`config.mk`:
```
export PLATFORM = sky130hd
export DESIGN_NAME = pwm_ctrl
export DESIGN_NICKNAME = d
export VERILOG_FILES = /design/src/rtl/pwm_ctrl_pkg.sv /design/src/rtl/pwm_ctrl_chan.sv /design/src/rtl/pwm_ctrl.sv
export SDC_FILE = /design/constraint.sdc
export NUM_CORES = 1
export LEC_CHECK = 0
export CAP_MARGIN = 20
export CORE_MARGIN = 8
export CORE_UTILIZATION = 30
export CTS_CLUSTER_DIAMETER = 30
export DETAILED_ROUTE_END_ITERATION = 6
export MAX_ROUTING_LAYER = met4
export SLEW_MARGIN = 25
export SYNTH_ARGS = -nofsm -noshare
export SYNTH_HDL_FRONTEND = slang
export SYNTH_HIERARCHICAL = 1
export SYNTH_SLANG_ARGS = --single-unit
```
`constraint.sdc`:
```
create_clock -name clk -period 2.9 [get_ports clk]
set_clock_uncertainty 0.2 [all_clocks]
set_input_delay 0.435 -clock clk [delete_from_list [all_inputs] [get_ports clk]]
set_output_delay 0.435 -clock clk [all_outputs]
set_load 0.005 [all_outputs]
```
`src/rtl/pwm_ctrl_pkg.sv`:
```
// pwm_ctrl_pkg: shared definitions for the PWM controller.
//   - register byte offsets within the 256-byte block
//   - bus handshake state encoding
//   - NCH_MAX, the largest supported channel count
//   - apply_wstrb(): byte-lane merge of a bus write into a 32-bit register
package pwm_ctrl_pkg;

    localparam int NCH_MAX = 8;

    localparam logic [7:0] CTRL        = 8'h00;
    localparam logic [7:0] STATUS      = 8'h08;
    localparam logic [7:0] PERIOD_BASE = 8'h10;
    localparam logic [7:0] DUTY_BASE   = 8'h40;
    localparam logic [7:0] STEP_BASE   = 8'h60;
    localparam logic [7:0] ACT_BASE    = 8'h80;

    typedef enum logic {
        BUS_IDLE = 1'b0,
        BUS_ACK  = 1'b1
    } bus_state_t;

    function automatic logic [31:0] apply_wstrb(input logic [31:0] cur,
                                                 input logic [31:0] wdata,
                                                 input logic [3:0]  wstrb);
        logic [31:0] res;
        res = cur;
        for (int b = 0; b < 4; b++) begin
            if (wstrb[b]) res[8*b +: 8] = wdata[8*b +: 8];
        end
        return res;
    endfunction

endpackage

```
`src/rtl/pwm_ctrl_chan.sv`:
```
// pwm_ctrl_chan: one PWM channel's register set.
// Holds the shadow PERIOD/DUTY (and STEP when PWM_FADE_EN is defined), the
// active period/duty seen by the counter unit, and the pending flag. Shadow
// values move to the active registers only on a period boundary (co=1).
//
// Optional feature macro: PWM_FADE_EN -- ramps active duty toward DUTY by
// STEP per boundary; without it STEP reads 0 and DUTY is copied directly.
//
// Ports:
//   clk, rst_n          clock, asynchronous active-low reset
//   wdata, wstrb        bus write data and byte enables
//   wr_period/duty/step one-cycle write strobes for this channel's registers
//   co                  period-boundary pulse from the counter unit
//   en_nxt              channel enable as it will be after this edge
//   period, duty, step  shadow register read-back
//   act_duty            active duty read-back
//   pending             shadow differs from active, commit outstanding
//   pwm_max, pwm_data   registered outputs to the counter unit
module pwm_ctrl_chan
    import pwm_ctrl_pkg::*;
#(
    parameter logic [31:0] DEFAULT_MAX = 32'd999
) (
    input  logic        clk,
    input  logic        rst_n,
    input  logic [31:0] wdata,
    input  logic [3:0]  wstrb,
    input  logic        wr_period,
    input  logic        wr_duty,
    input  logic        wr_step,
    input  logic        co,
    input  logic        en_nxt,
    output logic [31:0] period,
    output logic [31:0] duty,
    output logic [31:0] step,
    output logic [31:0] act_duty,
    output logic        pending,
    output logic [31:0] pwm_max,
    output logic [31:0] pwm_data
);

    logic        commit;
    logic [31:0] duty_commit;
    logic [31:0] act_duty_nxt;

    assign commit       = co && pending;
    assign act_duty_nxt = commit ? duty_commit : act_duty;

`ifdef PWM_FADE_EN
    // One fade step toward tgt, saturating at tgt; 33-bit so nothing wraps.
    function automatic logic [31:0] fade_duty(input logic [31:0] cur,
                                              input logic [31:0] tgt,
                                              input logic [31:0] stp);
        logic [32:0] up;
        logic [32:0] gap;
        up  = {1'b0, cur} + {1'b0, stp};
        gap = {1'b0, cur} - {1'b0, tgt};
        if (stp == 32'd0 || cur == tgt) return tgt;
        if (cur < tgt) return (up >= {1'b0, tgt}) ? tgt : up[31:0];
        return ({1'b0, stp} >= gap) ? tgt : (cur - stp);
    endfunction

    always_ff @(posedge clk or negedge rst_n) begin
        if (!rst_n) begin
            step <= '0;
        end else if (wr_step) begin
            step <= apply_wstrb(step, wdata, wstrb);
        end
    end

    assign duty_commit = fade_duty(act_duty, duty, step);
`else
    logic unused_step;
    assign unused_step = wr_step;
    assign step        = '0;
    assign duty_commit = duty;
`endif

    always_ff @(posedge clk or negedge rst_n) begin
        if (!rst_n) begin
            period   <= DEFAULT_MAX;
            duty     <= '0;
            pwm_max  <= DEFAULT_MAX;
            act_duty <= '0;
            pending  <= 1'b0;
            pwm_data <= '0;
        end else begin
            if (wr_period) period <= apply_wstrb(period, wdata, wstrb);
            if (wr_duty)   duty   <= apply_wstrb(duty, wdata, wstrb);
            // Nonblocking reads of period/duty give the pre-write shadow
            // when a write and a boundary share an edge.
            if (commit) begin
                pwm_max  <= period;
                act_duty <= duty_commit;
            end
            // A write always re-arms pending; otherwise a commit clears it
            // once the active duty has reached its target (period always
            // matches straight after a commit).
            if (wr_period || wr_duty) pending <= 1'b1;
            else if (commit)          pending <= (duty_commit != duty);
            pwm_data <= en_nxt ? act_duty_nxt : 32'd0;
        end
    end

endmodule

```
`src/rtl/pwm_ctrl.sv`:
```
// pwm_ctrl: picomem-bus register block for a bank of NCH PWM counter units.
// Single-cycle handshake (IDLE -> ACK -> IDLE); writes land on the edge that
// raises mem_ready, read data is registered alongside it. Each channel's
// shadow registers commit to the counter outputs at that channel's boundary.
//
// Optional feature macro: PWM_FADE_EN (see pwm_ctrl_chan).
//
// Ports:
//   clk, rst_n             clock, asynchronous active-low reset
//   mem_valid/mem_ready    bus request / one-cycle acknowledge
//   mem_addr               byte address, bits [7:2] decoded
//   mem_wdata, mem_wstrb   write data, byte enables (0 = read)
//   mem_rdata              read data, valid while mem_ready=1
//   pwm_max, pwm_data      per-channel active period / gated duty (NCH x 32)
//   pwm_co                 per-channel period-boundary pulse
module pwm_ctrl
    import pwm_ctrl_pkg::*;
#(
    parameter int          NCH         = 4,
    parameter logic [31:0] DEFAULT_MAX = 32'd999
) (
    input  logic              clk,
    input  logic              rst_n,
    input  logic              mem_valid,
    output logic              mem_ready,
    input  logic [31:0]       mem_addr,
    input  logic [31:0]       mem_wdata,
    input  logic [3:0]        mem_wstrb,
    output logic [31:0]       mem_rdata,
    output logic [NCH*32-1:0] pwm_max,
    output logic [NCH*32-1:0] pwm_data,
    input  logic [NCH-1:0]    pwm_co
);

    if (NCH < 1 || NCH > NCH_MAX) begin : g_bad_nch
        $error("pwm_ctrl: NCH must be 1..%0d", NCH_MAX);
    end

    bus_state_t     state;
    logic [7:0]     off;
    logic           req;
    logic           wr;
    logic           unused_addr;
    logic [NCH-1:0] ctrl;
    logic [NCH-1:0] ctrl_nxt;
    logic [31:0]    ctrl_wr;
    logic [NCH-1:0] pending;
    logic [NCH-1:0] wr_period;
    logic [NCH-1:0] wr_duty;
    logic [NCH-1:0] wr_step;
    logic [31:0]    period   [NCH];
    logic [31:0]    duty     [NCH];
    logic [31:0]    step     [NCH];
    logic [31:0]    act_duty [NCH];
    logic [31:0]    rdata_nxt;

    assign off         = {mem_addr[7:2], 2'b00};
    assign unused_addr = ^{mem_addr[31:8], mem_addr[1:0]};
    assign req         = (state == BUS_IDLE) && mem_valid;
    assign wr          = req && (mem_wstrb != 4'b0000);
    assign ctrl_wr     = apply_wstrb(32'(ctrl), mem_wdata, mem_wstrb);

    // ctrl_nxt feeds the channels so an enable change reaches pwm_data on
    // the same edge the CTRL write lands.
    always_comb begin
        ctrl_nxt = ctrl;
        if (wr && off == CTRL) ctrl_nxt = ctrl_wr[NCH-1:0];
    end

    always_comb begin
        for (int i = 0; i < NCH; i++) begin
            wr_period[i] = wr && (off == PERIOD_BASE + 8'(4*i));
            wr_duty[i]   = wr && (off == DUTY_BASE   + 8'(4*i));
            wr_step[i]   = wr && (off == STEP_BASE   + 8'(4*i));
        end
    end

    always_comb begin
        rdata_nxt = '0;
        if (off == CTRL)   rdata_nxt = 32'(ctrl);
        if (off == STATUS) rdata_nxt = 32'(pending);
        for (int i = 0; i < NCH; i++) begin
            if (off == PERIOD_BASE + 8'(4*i)) rdata_nxt = period[i];
            if (off == DUTY_BASE   + 8'(4*i)) rdata_nxt = duty[i];
            if (off == STEP_BASE   + 8'(4*i)) rdata_nxt = step[i];
            if (off == ACT_BASE    + 8'(4*i)) rdata_nxt = act_duty[i];
        end
    end

    always_ff @(posedge clk or negedge rst_n) begin
        if (!rst_n) begin
            state     <= BUS_IDLE;
            mem_ready <= 1'b0;
            mem_rdata <= '0;
            ctrl      <= '0;
        end else begin
            ctrl <= ctrl_nxt;
            case (state)
                BUS_IDLE: begin
                    if (mem_valid) begin
                        state     <= BUS_ACK;
                        mem_ready <= 1'b1;
                        mem_rdata <= rdata_nxt;
                    end
                end
                BUS_ACK: begin
                    state     <= BUS_IDLE;
                    mem_ready <= 1'b0;
                    mem_rdata <= '0;
                end
                default: begin
                    state     <= BUS_IDLE;
                    mem_ready <= 1'b0;
                    mem_rdata <= '0;
                end
            endcase
        end
    end

    for (genvar g = 0; g < NCH; g++) begin : g_chan
        pwm_ctrl_chan #(
            .DEFAULT_MAX(DEFAULT_MAX)
        ) u_chan (
            .clk      (clk),
            .rst_n    (rst_n),
            .wdata    (mem_wdata),
            .wstrb    (mem_wstrb),
            .wr_period(wr_period[g]),
            .wr_duty  (wr_duty[g]),
            .wr_step  (wr_step[g]),
            .co       (pwm_co[g]),
            .en_nxt   (ctrl_nxt[g]),
            .period   (period[g]),
            .duty     (duty[g]),
            .step     (step[g]),
            .act_duty (act_duty[g]),
            .pending  (pending[g]),
            .pwm_max  (pwm_max[g*32 +: 32]),
            .pwm_data (pwm_data[g*32 +: 32])
        );
    end

endmodule

```
# Word-level counts from Yosys, hierarchy flattened
# Index checks and enable logic that the tools add are counted.
dict set report op_classes {
  eq_ne 18
  mux 42
  n_bitwise 1
  reduce_logical 57
}
# operator count
set ops {}
lappend ops {{$mux 32} 26}
lappend ops {{$pmux 32 s2} 1}
lappend ops {{$reduce_and 2->1} 32}
lappend ops {{$eq 6x5->1 const B} 8}
lappend ops {{$eq 6x3->1 const B} 4}
lappend ops {{$eq 6x6->1 const B} 4}
lappend ops {{$logic_and 1x1->1} 15}
lappend ops {{$mux 4} 3}
lappend ops {{$mux 1} 10}
lappend ops {{$logic_not 8->1} 1}
lappend ops {{$reduce_bool 2->1} 4}
lappend ops {{$eq 6x2->1 const B} 1}
lappend ops {{$logic_or 1x1->1} 4}
lappend ops {{$pmux 1 s2} 2}
lappend ops {{$reduce_bool 4->1} 1}
lappend ops {{$ne 2x2->1 const B} 1}
lappend ops {{$not 1->1} 1}
dict set report word_totals {
  regBits 682
  output_inout_bits 289
  elab_cells 170
}

# Depth between registers and ports, before layout
dict set report logic_depth {
  word_depth 21
  mapped_depth 10
}

# Hierarchy
# Netlist, hierarchy kept.
# module n_inst cells_per_inst area_each_um2 seq_area_each_um2
set modules_own_cells {}
lappend modules_own_cells {pwm_ctrl_chan 4 457 6688.9 4048.9}
lappend modules_own_cells {pwm_ctrl 1 813 5913.2 950.9}

# Worst setup path before layout
# Ideal clock, no wire load.
dict set report synth_timing {
  path_type {input-to-reg}
  from {input port mem_addr[4]}
  to {register g_chan[1].u_chan.duty[0]}
  setup_ps 128
  arrival_time_ps 2182
  t_required_ps 2572
  slack_ps 390
  cell_stages 10
  path_buffers 5
  cell_sequence {buf_6 buf_4 nor4b_2 nand2_1 buf_2 buf_1 nor2_1 buf_2 nand2_2 mux2_1}
}
dict set report synth_between {
  elab_chain_len 3
}
# item line_no
set synth_lines {}
lappend synth_lines {{from (decl)} pwm_ctrl.sv:26} ;# input logic [31:0] mem_addr,
lappend synth_lines {{$eq 6x5->1} pwm_ctrl.sv:73} ;# wr_duty[i] = wr && (off == DUTY_BASE + 8'(4*i));
lappend synth_lines {{$logic_and 1x1->1} pwm_ctrl.sv:73}
lappend synth_lines {{net wr_duty[1]} pwm_ctrl.sv:49} ;# logic [NCH-1:0] wr_duty;
lappend synth_lines {{$reduce_and 2->1 (no line)} n/a}
lappend synth_lines {{to (signal assigned)} pwm_ctrl_chan.sv:89} ;# if (wr_duty) duty <= apply_wstrb(duty, wdata, wstrb);
lappend synth_lines {{to (decl)} pwm_ctrl_chan.sv:34} ;# output logic [31:0] duty,
# The timed path passes the listed nets, and every way through them passes these cells.
# A chain may end at the register's enable or synchronous reset.

# Worst setup path in the final report
dict set report layout_timing {
  from {register g_chan[2].u_chan.pwm_max[1]}
  to {output port pwm_max[65]}
}
# item line_no
set layout_rtl {}
lappend layout_rtl {{from (decl)} pwm_ctrl_chan.sv:38} ;# output logic [31:0] pwm_max,
lappend layout_rtl {{from (signal assigned)} pwm_ctrl_chan.sv:93} ;# pwm_max <= period;
lappend layout_rtl {{to (decl)} pwm_ctrl.sv:30} ;# output logic [NCH*32-1:0] pwm_max,
# No word-level cell between the ends.

==> summary.txt <==
Floorplanning
  – Num rows: 121
  – Boundary Pins: 364
  – Die Footprint: 120000 um2
  – Effective utilization at floorplan: 0.301
  – Core box area: 108000 um2
  – Die Ht: 346 um
  – Die extent in x: 346 um

Routing
  – TritonRoute pass-1 iters: 5
  – ANT nets after route: 0
  – Initial DRC Count: 2056
  – Number of remaining DRC errors: 0
  – WL final: 125000 um
  – Drt wl/cell: 26.0 um
  – Vias per cell: 5.18
  – Total number of vias: 24.9k

Run
  – Max_cap viols: 0

STA
  – Period utilisation layout: 0.894
  – Setup TNS: 0 ps
  – Slew @ Worst Pin: 1070 ps
  – Final hold vios: 0
  – FMAX: 386 MHz
  – Final count of negative-setup-slack endpoints: 0
  – Relative slew slack: 0.281
  – RSZ-0062 raised after global routing: false
  – Tmin final: 2590 ps
  – Slew Limit Fails: 0

Global routing
  – GRT overflow: 0
  – First-pass GRT wire length: 183000 um
  – Vias in the first global route: 25.2k
  – Largest net degree at the start of global routing: 133
  – Initial antenna violation count: 21
  – Overall Global Routing Usage: 0.209

Synth
  – Yosys warns: 6
  – Mean Syn Cell Area: 12.4 um2
  – Post-Synthesis Cell Area: 32700 um2
  – Cells after Synth: 2637

Cells and area
  – Final #Nets: 3323
  – Fill cell count: 10.1k
  – Footprint of the multi-input gates: 13900 um2
  – Flip-flop and latch area: 17100 um2
  – Layout cell share with drive strength beyond 1: 0.287
  – Non-Filler Instances: 4811
  – Syn-to-layout area delta: 37.6%

Worst setup path
  – Crit-path cells: clkdlybuf4s50_1
  – Reg-to-reg endpoint: mem_rdata[27]
  – CP Data Required Time: 2270 ps
  – Crit path max fanout: 2
  – CP max stage cell: dfstp_2
  – R2R Setup Slk: 420 ps
  – Worst Path Arrival: 1960 ps
  – Count of buffer and inverter cells on the critical path: 1
  – Critical Path Start Type: register
  – Worst Path Class, Setup: register to primary output
  – Launch point of the worst reg-to-reg path: state
  – Biggest cell delay along the critical path: 640 ps
  – CP Capture Type: primary output
  – Worst-case reg-to-reg path depth: 5
  – Top delay family on crit path: flip-flops

CTS
  – Clk_lat worst skew: 740 ps
  – CTS tree: done
  – CTS max path bufs: 3
  – CTS Buf Count: 157
  – Post-CTS Resized: 0
  – Root Buffer: clkbuf_16
  – CTS H-tree lvls: 4
  – CTS Sinks: 682
  – Clock transition at path regs: 50 ps

Placed design
  – PortBufs: 337
  – Hpwl dp: 92500 um
  – Gpl congestion: 0.922
  – Placed insts: 4501

Power and ir drop
  – Maximum vdd drop: 587 uV
  – Pleak: 21.1 nW
  – Pwr dens: 695 nW/um2

Status
  – Run status: completed

Min path
  – Hold/Removal Path Class: input port to asynchronous set/reset pin
==> metal layers <==
metal,wire [um],part of all wire,track usage,vias to the layer above
li1,-,-,-,10897
met1,54700,0.44,0.273,12767
met2,57100,0.46,0.315,1060
met3,9540,0.076,0.0554,212
met4,3700,0.030,0.0676,0
met5,0,0,-,-
==> final cells by class <==
type                    instances  share of cell area
multi-input cells            1754               0.310
inverters                       5            0.000418
clock inverters               109              0.0344
well taps                    1414              0.0394
diodes                         14            0.000780
flip-flops and latches        682               0.382
repair buffers                648               0.140
clock buffers                 185              0.0932
==> per-stage QoR <==
step | area, um2 | hold slack [ps] | worst slack (ps) | power [mW] | utilization
global route | 44900 | 180 | 185 | 32.1 | 0.414
global placement | 39100 | 117 | -354 | 12.3 | 0.361
floorplan | 33100 | -60.6 | 390 | 11.2 | -
detailed placement | 39100 | 116 | -431 | 12.3 | 0.361
finish | 44900 | 159 | 306 | 31.2 | 0.414
CTS | 44900 | 141 | 315 | 31.4 | 0.414
==> power by group <==
group | total (mW) | switching (mW) | internal [mW]
registers | 10.4 | 0.450 | 9.94
clock network | 19.0 | 6.16 | 12.9
logic | 1.80 | 1.01 | 0.793
==> sequential cells by signal (all words and copies together) (netlist names) <==
register                flops
g_chan.u_chan/act_duty    128
g_chan.u_chan/duty        128
g_chan.u_chan/period      128
g_chan.u_chan/pwm_data    128
g_chan.u_chan/pwm_max     128
mem_rdata                  32
ctrl                        4
g_chan.u_chan/pending       4
mem_ready                   1
state                       1
==> worst max-delay path by stage <==
stage,from,end,depth (start not counted)
floorplan,mem_addr[4],g_chan[1].u_chan/duty[0],10
global placement,mem_addr[5],mem_rdata[23],10
detailed placement,mem_addr[5],mem_rdata[23],10
CTS,g_chan[2].u_chan/pwm_max[1],pwm_max[65],1
global route,mem_addr[5],mem_rdata[23],10
finish,g_chan[2].u_chan/pwm_max[1],pwm_max[65],1
==> placed cells by master (no fill, tap or decap), types with 11 or more instances in the layout <==
cell             count
dfstp_2             64
clkbuf_8            15
nor4_1              11
diode_2             14
clkbuf_16          157
clkinv_2            27
clkdlybuf4s50_1    336
nand2_1            147
nand2_2             33
o32ai_1             17
o21ai_1            142
mux2_4             240
o221ai_1            37
a21oi_1             90
o21ai_0             40
nand4_1            133
buf_4              263
dfrtp_1            618
buf_12              46
or3_1               11
conb_1             128
o22ai_1             29
bufinv_16           27
clkbuf_1            13
o211ai_1            21
a221oi_1            55
mux2_1             272
a22o_1              12
nor2_1             109
inv_6               15
nor3_1              26
clkinvlp_4          19
nand3_1             25
a22oi_1             66
==> what timing repair did <==
item                      4_1_cts  5_1_grt
hold endpoints to repair      444        0
setup buffers                   0        0
hold buffers                    2        0
(Power assumes the default switching activity.)
